--- config.mk ---
export PLATFORM = sky130hd
export DESIGN_NAME = lsu_multicycle
export DESIGN_NICKNAME = d
export VERILOG_FILES = /design/src/rtl/lsu_multicycle.sv
export SDC_FILE = /design/constraint.sdc
export NUM_CORES = 1
export LEC_CHECK = 0
export BUFFER_PORTS_ARGS = -buffer_cell sky130_fd_sc_hd__buf_2
export CELL_PAD_IN_SITES_DETAIL_PLACEMENT = 1
export CELL_PAD_IN_SITES_GLOBAL_PLACEMENT = 1
export CORE_MARGIN = 2
export CORE_UTILIZATION = 41
export CTS_CLUSTER_SIZE = 16
export DETAILED_ROUTE_END_ITERATION = 10
export GPL_TIMING_DRIVEN = 0
export PLACE_DENSITY_LB_ADDON = 0.05
export SLEW_MARGIN = 20
export SYNTH_ARGS = -nofsm -noshare
export SYNTH_HDL_FRONTEND = slang
export SYNTH_SLANG_ARGS = --single-unit
--- constraint.sdc ---
create_clock -name clk -period 3.6 [get_ports clk]
set_clock_uncertainty 0.2 [all_clocks]
set_input_delay 1.08 -clock clk [delete_from_list [all_inputs] [get_ports clk]]
set_output_delay 1.08 -clock clk [all_outputs]
set_load 0.005 [all_outputs]
--- src/rtl/lsu_multicycle.sv ---
// rtl/lsu_multicycle.sv - multicycle load/store unit with split misaligned beats and fault reporting
module lsu_multicycle #(
    parameter int XLEN        = 32,
    parameter int ADDR_WIDTH  = 9,
    parameter bit MISALIGN_EN = 1'b1
) (
    input  logic                  clk,
    input  logic                  reset,
    input  logic                  req_valid,
    output logic                  req_ready,
    input  logic                  req_rd_wr_bar,
    input  logic [2:0]            req_funct3,
    input  logic [XLEN-1:0]       req_addr,
    input  logic [XLEN-1:0]       req_wdata,
    output logic                  rsp_valid,
    output logic [XLEN-1:0]       rsp_rdata,
    output logic                  rsp_fault,
    output logic                  mem_enable,
    output logic                  mem_rd_wr_bar,
    output logic [ADDR_WIDTH-1:0] mem_addr,
    output logic [XLEN/8-1:0]     mem_be,
    output logic [XLEN-1:0]       mem_wdata,
    input  logic [XLEN-1:0]       mem_rdata
);
    localparam int NB   = XLEN / 8;
    localparam int OFS  = $clog2(NB);
    localparam bit IS64 = (XLEN == 64);
    localparam logic [2*NB-1:0] BE_ONE = 1;

    typedef enum logic [1:0] {IDLE, BEAT0, BEAT1, DONE} state_t;
    state_t state, state_nxt;

    logic                  r_load;
    logic [2:0]            r_funct3;
    logic [OFS-1:0]        r_off;
    logic [ADDR_WIDTH-1:0] r_w0;
    logic [XLEN-1:0]       r_wdata;
    logic                  r_split;
    logic                  r_fault;
    logic [XLEN-1:0]       lo_buf;

    logic [OFS-1:0] req_off;
    logic [3:0]     req_size;
    logic           req_legal;
    logic           req_misaligned;
    logic           req_split;
    logic           req_fault;
    logic           unused_addr_bits;

    assign unused_addr_bits = ^req_addr[XLEN-1:ADDR_WIDTH+OFS];
    assign req_ready = (state == IDLE);

    always_comb begin
        req_off   = req_addr[OFS-1:0];
        req_size  = 4'd1 << req_funct3[1:0];
        req_legal = 1'b0;
        if (req_rd_wr_bar) begin
            case (req_funct3)
                3'b000, 3'b001, 3'b010, 3'b100, 3'b101: req_legal = 1'b1;
                3'b011, 3'b110:                         req_legal = IS64;
                default:                                req_legal = 1'b0;
            endcase
        end else begin
            case (req_funct3)
                3'b000, 3'b001, 3'b010: req_legal = 1'b1;
                3'b011:                 req_legal = IS64;
                default:                req_legal = 1'b0;
            endcase
        end
        req_misaligned = (4'(req_off) & (req_size - 4'd1)) != 4'd0;
        req_split      = (5'(req_off) + 5'(req_size)) > 5'(NB);
        req_fault      = !req_legal || (req_misaligned && !MISALIGN_EN);
    end

    always_ff @(posedge clk or negedge reset) begin
        if (!reset) begin
            state <= IDLE;
        end else begin
            state <= state_nxt;
        end
    end

    always_comb begin
        state_nxt = state;
        case (state)
            IDLE:    if (req_valid) state_nxt = req_fault ? DONE : BEAT0;
            BEAT0:   state_nxt = r_split ? BEAT1 : DONE;
            BEAT1:   state_nxt = DONE;
            DONE:    state_nxt = IDLE;
            default: state_nxt = IDLE;
        endcase
    end

    always_ff @(posedge clk or negedge reset) begin
        if (!reset) begin
            r_load   <= 1'b1;
            r_funct3 <= 3'b000;
            r_off    <= '0;
            r_w0     <= '0;
            r_wdata  <= '0;
            r_split  <= 1'b0;
            r_fault  <= 1'b0;
            lo_buf   <= '0;
        end else begin
            if (state == IDLE && req_valid) begin
                r_load   <= req_rd_wr_bar;
                r_funct3 <= req_funct3;
                r_off    <= req_off;
                r_w0     <= req_addr[ADDR_WIDTH+OFS-1:OFS];
                r_wdata  <= req_wdata;
                r_split  <= req_split;
                r_fault  <= req_fault;
            end
            // beat-0 read data arrives while beat 1 is on the bus
            if (state == BEAT1) begin
                lo_buf <= mem_rdata;
            end
        end
    end

    logic [3:0]        r_size;
    logic [2*NB-1:0]   be_wide;
    logic [2*XLEN-1:0] wd_wide;

    always_comb begin
        r_size  = 4'd1 << r_funct3[1:0];
        be_wide = ((BE_ONE << r_size) - BE_ONE) << r_off;
        wd_wide = {{XLEN{1'b0}}, r_wdata} << {r_off, 3'b000};
    end

    always_comb begin
        mem_enable    = 1'b0;
        mem_rd_wr_bar = 1'b1;
        mem_addr      = '0;
        mem_be        = '0;
        mem_wdata     = '0;
        if (state == BEAT0 || state == BEAT1) begin
            mem_enable    = 1'b1;
            mem_rd_wr_bar = r_load;
            if (state == BEAT1) begin
                mem_addr = r_w0 + ADDR_WIDTH'(1);
            end else begin
                mem_addr = r_w0;
            end
            if (r_load) begin
                mem_be = '1;
            end else if (state == BEAT1) begin
                mem_be    = be_wide[2*NB-1:NB];
                mem_wdata = wd_wide[2*XLEN-1:XLEN];
            end else begin
                mem_be    = be_wide[NB-1:0];
                mem_wdata = wd_wide[XLEN-1:0];
            end
        end
    end

    logic [XLEN-1:0] ld_lo, ld_hi, ld_shift, ld_data;

    always_comb begin
        ld_lo    = r_split ? lo_buf : mem_rdata;
        ld_hi    = r_split ? mem_rdata : '0;
        ld_shift = XLEN'({ld_hi, ld_lo} >> {r_off, 3'b000});
        case (r_funct3)
            3'b000:  ld_data = XLEN'($signed(ld_shift[7:0]));
            3'b001:  ld_data = XLEN'($signed(ld_shift[15:0]));
            3'b010:  ld_data = XLEN'($signed(ld_shift[31:0]));
            3'b100:  ld_data = XLEN'(ld_shift[7:0]);
            3'b101:  ld_data = XLEN'(ld_shift[15:0]);
            3'b110:  ld_data = XLEN'(ld_shift[31:0]);
            default: ld_data = ld_shift;
        endcase
    end

    always_ff @(posedge clk or negedge reset) begin
        if (!reset) begin
            rsp_valid <= 1'b0;
            rsp_rdata <= '0;
            rsp_fault <= 1'b0;
        end else begin
            rsp_valid <= (state == DONE);
            if (state == DONE) begin
                rsp_fault <= r_fault;
                rsp_rdata <= (r_fault || !r_load) ? '0 : ld_data;
            end
        end
    end
endmodule

## Word level (Yosys, flattened, before mapping)

Index checks and enable logic that the tools add are counted.

- Flip-flop bits (word level): 117
- Bits in latches: 0
- Memory bits (writable): 0
- Memory bits (read-only): 0
- Logic and storage cells: 64
- Memories kept: 0

- Add/subtract/negate cells: 3
- $mul: 0
- Divide/modulo/power cells: 0
- Magnitude comparators: 1
- Eq/ne operators: 11
- Shift-type cells: 6
- Muxes and demuxes: 21
- Bitwise operators: 0
- Reductions and logical operators: 10

Operator list:

| cell | count |
|---|---|
| $mux W32 | 6 |
| $pmux W32 S4 | 1 |
| $shl A32 B5 Y64 | 1 |
| $shr A64 B5 Y32 | 1 |
| $mux W9 | 2 |
| $eq A3 B3 Y1 const B | 4 |
| $mux W4 | 3 |
| $add A9 B1 Y9 const B | 1 |
| $pmux W2 S4 | 1 |
| $shl A1 B2 Y4 const A | 2 |
| $shl A1 B4 Y8 const A | 1 |
| $shl A8 B2 Y8 | 1 |
| $sub A8 B1 Y8 const B | 1 |
| $eq A3 B1 Y1 const B | 2 |
| $logic_not A3 Y1 | 2 |
| $mux W1 | 6 |
| $add A2 B4 Y5 | 1 |
| $gt A5 B3 Y1 const B | 1 |
| $reduce_or A5 Y1 | 1 |
| $eq A2 B2 Y1 const B | 2 |
| $mux W2 | 2 |
| $eq A3 B2 Y1 const B | 1 |
| $reduce_or A3 Y1 | 1 |
| $eq A2 B1 Y1 const B | 1 |
| other kinds (5) | 7 |

## Depth between registers and ports, before layout

Gate-level depths: netlist of the first run.

- Word-level depth: 7
- Depth in mapped cells: 8
- Depth with buffers taken out: 8

## Least setup slack after synthesis of the first run

No wires, ideal clock.

- Kind: reg2out
- Start: register state[0]
- End: output mem_wdata[0]
- Data arrival time: 1.781 ns
- Required time: 2.320 ns
- Path slack: 0.539 ns
- Stages on the path, launching flop included: 8
- Path buffers: 3
- Cell sequence: dfrtp_1 -> inv_1 -> ha_1 -> clkbuf_1 -> buf_1 -> clkbuf_1 -> o211ai_1 -> a21oi_1

- Cells in the longest elaborated chain, start to end: 4
- Elaborated cells on any way between the ends: 6
- Classes of those cells: 2 x eq/ne; 3 x mux; 1 x reduce/logical

Ends and longest elaborated chain:

| what | line | RTL |
|---|---|---|
| start, declared | 31 | `state_t state, state_nxt;` |
| start signal, assigned | 79 | `state <= state_nxt;` |
| $eq A2 B2 Y1 | 137, 147 |  |
| $mux W32 | 147 | `end else if (state == BEAT1) begin` |
| $mux W32 | 145 | `if (r_load) begin` |
| $mux W32 * | 137 | `if (state == BEAT0 \|\| state == BEAT1) begin` |
| end, declared | 22 | `output logic [XLEN-1:0] mem_wdata,` |

Every way passes the cells marked *; elsewhere a longest branch is shown, timed or not.

## Worst setup path in the final report of the first run

- Start: register r_off[1]
- End: output mem_wdata[5]

- Cells in the longest elaborated chain, start to end: 4

Ends and longest elaborated chain:

| what | line | RTL |
|---|---|---|
| start, declared | 35 | `logic [OFS-1:0] r_off;` |
| start signal, assigned | 108 | `r_off <= req_off;` |
| $shl A32 B5 Y64 | 128 | `wd_wide = {{XLEN{1'b0}}, r_wdata} << {r_off, 3'b000};` |
| $mux W32 | 147 |  |
| $mux W32 | 145 |  |
| $mux W32 | 137 |  |

Every way passes these cells.

==> results of run 1 <==
==> cell families (layout without fill, tap and decap cells) <==
logic type | Yosys count | count (layout)
buffers and inverters | 77 | 269
DFF | 117 | 117
AOI/OAI and AO/OA | 121 | 121
and+or+nand+nor | 153 | 153
adders and majority gates | 7 | 7
xor gates and xnor gates | 5 | 5
muxes | 187 | 187
==> final cells by class <==
type                       count  area, um^2
buffer                        48       267.8
clock buffer                  24       481.7
clock inverter                 8       146.4
fill                        1934        8152
inverter                      24       90.09
multi-input combinational    473        3909
sequential                   117        2932
tap                          225       281.5
timing repair buffer         165       857.1
==> registers in the layout, indices dropped and copies added (netlist names) <==
signal	flops
r_off	2
state	2
r_wdata	32
r_funct3	3
r_load	1
lo_buf	32
rsp_fault	1
r_fault	1
r_split	1
rsp_valid	1
r_w0	9
rsp_rdata	32
==> critical path: cells and delay by family, from the launching register on <==
| family | cells | cell delay, ps |
|---|---|---|
| compound gates | 2 | 380 |
| flops | 1 | 470 |
| buf+inv | 4 | 940 |
==> power breakdown <==
| group | total, mW | leakage, nW | internal, mW | switching (mW) |
|---|---|---|---|---|
| registers | 2.40 | 1.44 | 1.91 | 0.486 |
| logic | 5.13 | 2.61 | 2.33 | 2.80 |
| clock network | 1.83 | 0.304 | 1.21 | 0.613 |
| total | 9.35 | 4.35 | 5.45 | 3.90 |
==> metrics by stage <==
stage / util / instances / power, mW / setup TNS, ps
6_report: 0.5238 / 1084 / 9.351 / 0
5_1_grt: 0.5238 / 1084 / 9.883 / 0
4_1_cts: 0.5211 / 1084 / 9.302 / 0
3_5_place_dp: 0.4808 / 1056 / 7.312 / -4106
3_3_place_gp: 0.4786 / 1055 / 7.125 / -30490
2_1_floorplan: - / 667 / 5.548 / 0
==> metal layers <==
layer  GRT usage  vias to the layer above  wire length (um)
li1            -                     2804                 -
met1      0.3329                     3172             10210
met2      0.4736                      227             12450
met3     0.05200                       50              1164
met4      0.1157                        0               758
met5           0                        -                 0
==> synthesized netlist by cell type, types with 2 or more instances <==
| cell type | n | area [um^2] |
|---|---|---|
| o32ai_1 | 2 | 17.52 |
| a2bb2oi_1 | 7 | 61.31 |
| buf_1 | 11 | 41.29 |
| clkbuf_1 | 26 | 97.59 |
| a21o_1 | 3 | 22.52 |
| buf_4 | 2 | 15.01 |
| mux4_2 | 9 | 202.7 |
| nand4_1 | 5 | 31.28 |
| o221ai_1 | 7 | 61.31 |
| nor2_1 | 33 | 123.9 |
| dfrtp_1 | 116 | 2903 |
| or2_2 | 2 | 12.51 |
| and2_1 | 7 | 43.79 |
| nor3_1 | 11 | 55.05 |
| or3_1 | 3 | 18.77 |
| nand3_1 | 10 | 50.05 |
| o22ai_1 | 8 | 50.05 |
| mux2_2 | 113 | 1272 |
| xnor2_1 | 4 | 35.03 |
| a21boi_0 | 3 | 22.52 |
| inv_1 | 22 | 82.58 |
| a21oi_1 | 31 | 155.2 |
| o21a_1 | 2 | 15.01 |
| nand2b_1 | 5 | 31.28 |
| o21ai_0 | 17 | 85.08 |
| buf_6 | 2 | 22.52 |
| buf_2 | 12 | 60.06 |
| and3_1 | 8 | 50.05 |
| mux2i_1 | 65 | 650.6 |
| ha_1 | 6 | 75.07 |
| o211ai_1 | 9 | 67.56 |
| nand2_1 | 47 | 176.4 |
| nor2b_1 | 18 | 112.6 |
| inv_2 | 2 | 7.510 |
| a22oi_1 | 3 | 22.52 |
| a211oi_1 | 8 | 60.06 |
| a221oi_1 | 16 | 140.1 |
==> final timing paths <==
check | start | to | depth (start not counted)
worst max-delay path | r_off[1] | mem_wdata[5] | 6
worst min-delay path | rsp_rdata[23] | rsp_rdata[23] | 2
worst max register to register | state[1] | rsp_rdata[27] | 7
worst min register to register | rsp_rdata[23] | rsp_rdata[23] | 2
max in group asynchronous | reset | r_wdata[14] | 2
min in group asynchronous | reset | rsp_rdata[14] | 1
==> timing repair <==
item | 4_1_cts | 5_1_grt
buffers inserted | 1 | 0
endpoints found under the setup margin | 43 | 36
pin swaps | 1 | 0
hold buffers | 0 | 0
gates resized for setup | 31 | 17
==> impl_results.md, run 1 <==
* Largest family of logic cells by synthesized area: multiplexers
* Initial core utilization at 0.4145
* Core Area at 0.01712 mm^2
* Final period util at 0.9734
* Clk_lat worst skew at 420 ps
* Global route total overflow at 0
* Async SR Flop Fraction at 1.000
* Slowest cell delay on critical path at 470 ps
* H-tree depth at 4
* CP max-delay cell: dfrtp_2
* Clk slew on worst S/H paths at 60 ps
* Vias in the first global route at 6704
* Mux share of post-synthesis cell area at 0.2996
* Worst endpoint required time at 2320 ps
* # diodes at 0
* Highest net fanout along the worst path at 10
* Unique cell type count in the Yosys netlist at 49
* Mapped Cells at 667
* IO Pins at 185
* Root buf cell: clkbuf_16
* Fmax at 285.4 MHz
* Gr usage total at 0.2733
* 1st-iter DRT viols at 280
* EDFF count, synth at 0
* Post-route ant nets at 0
* Setup WS post-layout at 95.59 ps
* Most frequent cells in the layout: 172 x buf_2, 114 x dfrtp_1, 113 x mux2_2, 64 x mux2i_1, 47 x nand2_1
* Std cell rows at 48
* Minimum clock period after layout at 3504 ps
* Setup Viol. Count Final at 0
* Worst-path cell chain: clkbuf_4 -> inv_2 -> buf_2 -> o211ai_1 -> a21oi_1 -> buf_2
* Largest net degree at the start of global routing at 66
* Clock Sinks at 117
* Vias at 6253
* DP HPWL at 17250 um
* Final Cell Area at 0.008965 mm^2
* Power density over cell area at 1043 mW/mm^2
* Synthesized netlist net count at 777
* Hold Path Class: flop to flop
* Die Area at 0.01837 mm^2
* Ys Warns at 0
* Placer Congestion at 0.8745
* XOR/XNOR Fraction of Synth Area at 0.006173
* DR vias/cell at 5.768
* Compound-cell area share of the yosys netlist at 0.1178
* Worst slew pin tran at 908.1 ps
* Status: finished, final reports clean
* Final hold viol count at 0
* Final Max Slew Viols at 0
* Startpoint types: flop
* Nets at 956
* Most used cell, CP: buf_2
* Unrepaired setup endpoints after global routing: no
* Drc violations at 0
* TritonCTS Buffers at 17
* WHS at 296.9 ps
* Slew HR at 0.3899
* PortBufs at 163
* Arrival time worst endpoint at 2220 ps
* Setup crit end kind: output port
* Setup Slack @ Placement at -277.6 ps
* Critical setup path kind: flop to output port
* Die W at 135.5 um
* Max_cap viols at 0
* Antenna violations before repair at 0
* First-pass GRT wire length at 37550 um
* Placed inst area at 0.008230 mm^2
* Max IR drop VDD at 0.5212 mV
* Mapped Avg Cell Area at 10.64 um^2
* Synth Area in Adders at 0.01340
* Clock buffer depth at 2
* WL/cell at 22.68 um
* Post-synthesis cell area at 0.007094 mm^2
* Sequential element share of the synthesized area at 0.4129
* Final wirelength at 24590 um
* First-pass DRT Iterations at 5
* R2R Setup Slk at 480 ps
* Leakage power at 4.353 nW
* CTS tree: yes
* Most common cell after layout, fill and taps aside: buf_2
* P&R area growth vs syn at 26.37%
* Top FF cell, synth: dfrtp_1
* Share of layout cells above drive strength 1 at 0.4261
* Die height at 135.5 um
* Synth Register Bits at 117
* Simple-Gate Fraction of Synth Area at 0.1041
No activity file was read; power rests on OpenSTA's default activity.
==> run 2: changes to the inputs <==
--- a/config.mk
+++ b/config.mk
@@ -6,7 +6,7 @@
 export NUM_CORES = 1
 export LEC_CHECK = 0
 export BUFFER_PORTS_ARGS = -buffer_cell sky130_fd_sc_hd__buf_2
-export CELL_PAD_IN_SITES_DETAIL_PLACEMENT = 1
+export CELL_PAD_IN_SITES_DETAIL_PLACEMENT = 0
 export CELL_PAD_IN_SITES_GLOBAL_PLACEMENT = 1
 export CORE_MARGIN = 2
 export CORE_UTILIZATION = 41
==> impl_results.md, run 2 (synthesized netlist as in run 1, its figures left out) <==
* Status: finished, final reports clean (unchanged)
* Biggest regs: lo_buf (32), r_wdata (32), rsp_rdata (32) (unchanged)
* Power density over cell area at 1029 mW/mm^2 (was 1043 mW/mm^2)
* Final Max Slew Viols at 0 (unchanged)
* Root buf cell: clkbuf_16 (unchanged)
* Most frequent cells in the layout: 172 x buf_2, 115 x dfrtp_1, 113 x mux2_2, 65 x mux2i_1, 47 x nand2_1 (was 172 x buf_2, 114 x dfrtp_1, 113 x mux2_2, 64 x mux2i_1, 47 x nand2_1)
* Post-route ant nets at 0 (unchanged)
* Largest net degree at the start of global routing at 66 (unchanged)
* Minimum clock period after layout at 3479 ps (was 3504 ps)
* Met3 Track Usage GR at 0.05163 (was 0.05200)
* Reg2reg start: state[1] (unchanged)
* Max_cap viols at 0 (unchanged)
* Final Instance Count excl. Fillers at 1083 (was 1084)
* Core Area at 0.01712 mm^2 (unchanged)
* Initial core utilization at 0.4145 (unchanged)
* Setup crit end kind: output port (unchanged)
* Die Area at 0.01837 mm^2 (unchanged)
* Critical R2R Capture: rsp_rdata[21] (was rsp_rdata[27])
* Worst endpoint required time at 2320 ps (about the same)
* P&R area growth vs syn at 26.21% (was 26.37%)
* # diodes at 0 (unchanged)
* DP HPWL at 16250 um (was 17250 um)
* Highest net fanout along the worst path at 10 (unchanged)
* Nets at 955 (was 956)
* Global route total overflow at 0 (unchanged)
* H-tree depth at 4 (unchanged)
* Cell internal pwr at 5.426 mW (was 5.455 mW)
* Clk slew on worst S/H paths at 60 ps (about the same)
* Sum Neg Setup Slack at 0 ps (unchanged)
* Final Cell Area at 0.008954 mm^2 (was 0.008965 mm^2)
* Critical setup path kind: flop to output port (unchanged)
* Placed inst area at 0.008230 mm^2 (unchanged)
* Gr usage total at 0.2546 (was 0.2733)
* Drc violations at 0 (unchanged)
* CTS tree: yes (unchanged)
* Final hold viol count at 0 (unchanged)
* Most used cell, CP: buf_2 (unchanged)
* Hold-fix buffers at CTS at 0 (unchanged)
* Arrival time worst endpoint at 2200 ps (was 2220 ps)
* Met2 Usage GRT at 0.4158 (was 0.4736)
* TritonCTS Buffers at 17 (unchanged)
* Final wirelength at 22890 um (was 24590 um)
* Worst-path cell chain: buf_2 -> buf_2 -> nor2_2 -> a21oi_1 -> a2bb2oi_1 -> nor2_1 -> buf_2 (was clkbuf_4 -> inv_2 -> buf_2 -> o211ai_1 -> a21oi_1 -> buf_2)
* Fin util at 0.5231 (was 0.5238)
* First-pass GRT wire length at 35070 um (was 37550 um)
* Switching Share at 0.4109 (was 0.4167)
* Hold Path End: rsp_rdata[23] (unchanged)
* DR vias/cell at 5.708 (was 5.768)
* Cell total after placement at 1056 (unchanged)
* Leakage power at 4.355 nW (was 4.353 nW)
* Std cell rows at 48 (unchanged)
* Final period util at 0.9663 (was 0.9734)
* Clock buffer depth at 2 (unchanged)
* Antenna violations before repair at 0 (unchanged)
* R2R depth at 7 (unchanged)
* Worst slew pin tran at 919.9 ps (was 908.1 ps)
* Setup WS post-layout at 121.3 ps (was 95.59 ps)
* Vias in the first global route at 6280 (was 6704)
* Busiest grt layer: met2 (unchanged)
* Clock power share at 0.196 (was 0.195)
* WP buf/inv at 3 (was 4)
* Clock Sinks at 117 (unchanged)
* Setup Viol. Count Final at 0 (unchanged)
* Flop pwr share at 0.256 (about the same)
* Fmax at 287.5 MHz (was 285.4 MHz)
* Die height at 135.5 um (unchanged)
* Vias at 6182 (was 6253)
* Slowest cell delay on critical path at 390 ps (was 470 ps)
* Worst Hold Depth at 2 (unchanged)
* Hold Path Class: flop to flop (unchanged)
* Setup Slack @ Placement at -275.9 ps (was -277.6 ps)
* Comb pwr share at 0.548 (about the same)
* Share of layout cells above drive strength 1 at 0.4254 (was 0.4261)
* IO Pins at 185 (unchanged)
* Most common cell after layout, fill and taps aside: buf_2 (unchanged)
* PortBufs at 163 (unchanged)
* Die W at 135.5 um (unchanged)
* Max IR drop VDD at 0.5109 mV (was 0.5212 mV)
* Unrepaired setup endpoints after global routing: no (unchanged)
* Startpoint types: flop (unchanged)
* Placer Congestion at 0.8745 (unchanged)
* Hold Crit Start: rsp_rdata[23] (unchanged)
* GRT met1 Usage at 0.3245 (was 0.3329)
* First-pass DRT Iterations at 5 (unchanged)
* Switching pwr at 3.784 mW (was 3.897 mW)
* CP max-delay cell: nor2_2 (was dfrtp_2)
* WL/cell at 21.13 um (was 22.68 um)
* Clk_lat worst skew at 420 ps (about the same)
* 1st-iter DRT viols at 409 (was 280)
* CP top delay family: buffers and inverters (unchanged)
* Slew HR at 0.3867 (was 0.3899)
* R2R Setup Slk at 560 ps (was 480 ps)
==> run 2: cell count changes in the layout (fill, tap and decap cells not counted) <==
cell / previous run / this run
buf_4: 9 / 6
clkbuf_8: 3 / 6
clkbuf_1: 17 / 15
bufinv_16: 4 / 3
clkbuf_2: 6 / 7
clkbuf_4: 4 / 5
dfrtp_1: 114 / 115
dfrtp_2: 2 / 1
mux2i_1: 64 / 65
mux2i_2: 1 / 0
==> run 2: tightest hold or removal path, cell delays in order (launching register included) <==
cell      delay (ps)
dfrtp_1          340
nand2b_1          60
nand3_1           70
==> run 2: worst max-delay path by stage <==
stage	endpoint	start	slack [ps]	cells past startpoint
final	mem_wdata[16]	r_off[0]	120	7
after CTS	mem_wdata[14]	r_off[0]	0.1	8
after global routing	mem_wdata[17]	r_off[1]	0.5	7
after floorplan	mem_wdata[0]	state[0]	540	7
after detailed placement	mem_wdata[4]	state[0]	-280	8
after global placement	mem_wdata[1]	state[0]	-310	7
==> run 2: final cells by class <==
| cell class | count | area (um^2) |
|---|---|---|
| clock buffers | 25 | 515.5 |
| inverters | 24 | 90.09 |
| multi-input cells | 473 | 3905 |
| plain buffers | 48 | 265.3 |
| well taps | 225 | 281.5 |
| flip-flops and latches | 117 | 2930 |
| fillers | 1651 | 8163 |
| clock inverters | 7 | 116.4 |
| repair buffers | 164 | 849.6 |
==> run 2: power by group through the flow <==
stage | logic (mW) | clock network [mW] | registers, mW
finish | 5.04 | 1.81 | 2.36
global route | 5.44 | 1.90 | 2.44
CTS | 4.99 | 1.83 | 2.34
detailed placement | 4.89 | 0 | 2.35
global placement | 4.80 | 0 | 2.33
floorplan | 3.32 | 0 | 2.22
==> run 2: metrics by stage <==
stage          power (mW)  hold WS (ps)
2_1_floorplan       5.548         280.5
3_3_place_gp        7.125         286.3
3_5_place_dp        7.244         290.4
4_1_cts             9.159         303.2
5_1_grt             9.777         324.3
6_report            9.210         297.2
==> run 2: layer usage <==
layer  vias up  wire length (um)
li1       2798                 -
met1      3062              9683
met2       263             10900
met3        59              1505
met4         0               801
met5         -                 0
==> run 2: what timing repair did <==
action	4_1_cts	5_1_grt
buffers inserted	0	0
endpoints found under the setup margin	43	34
gates resized for setup	30	13
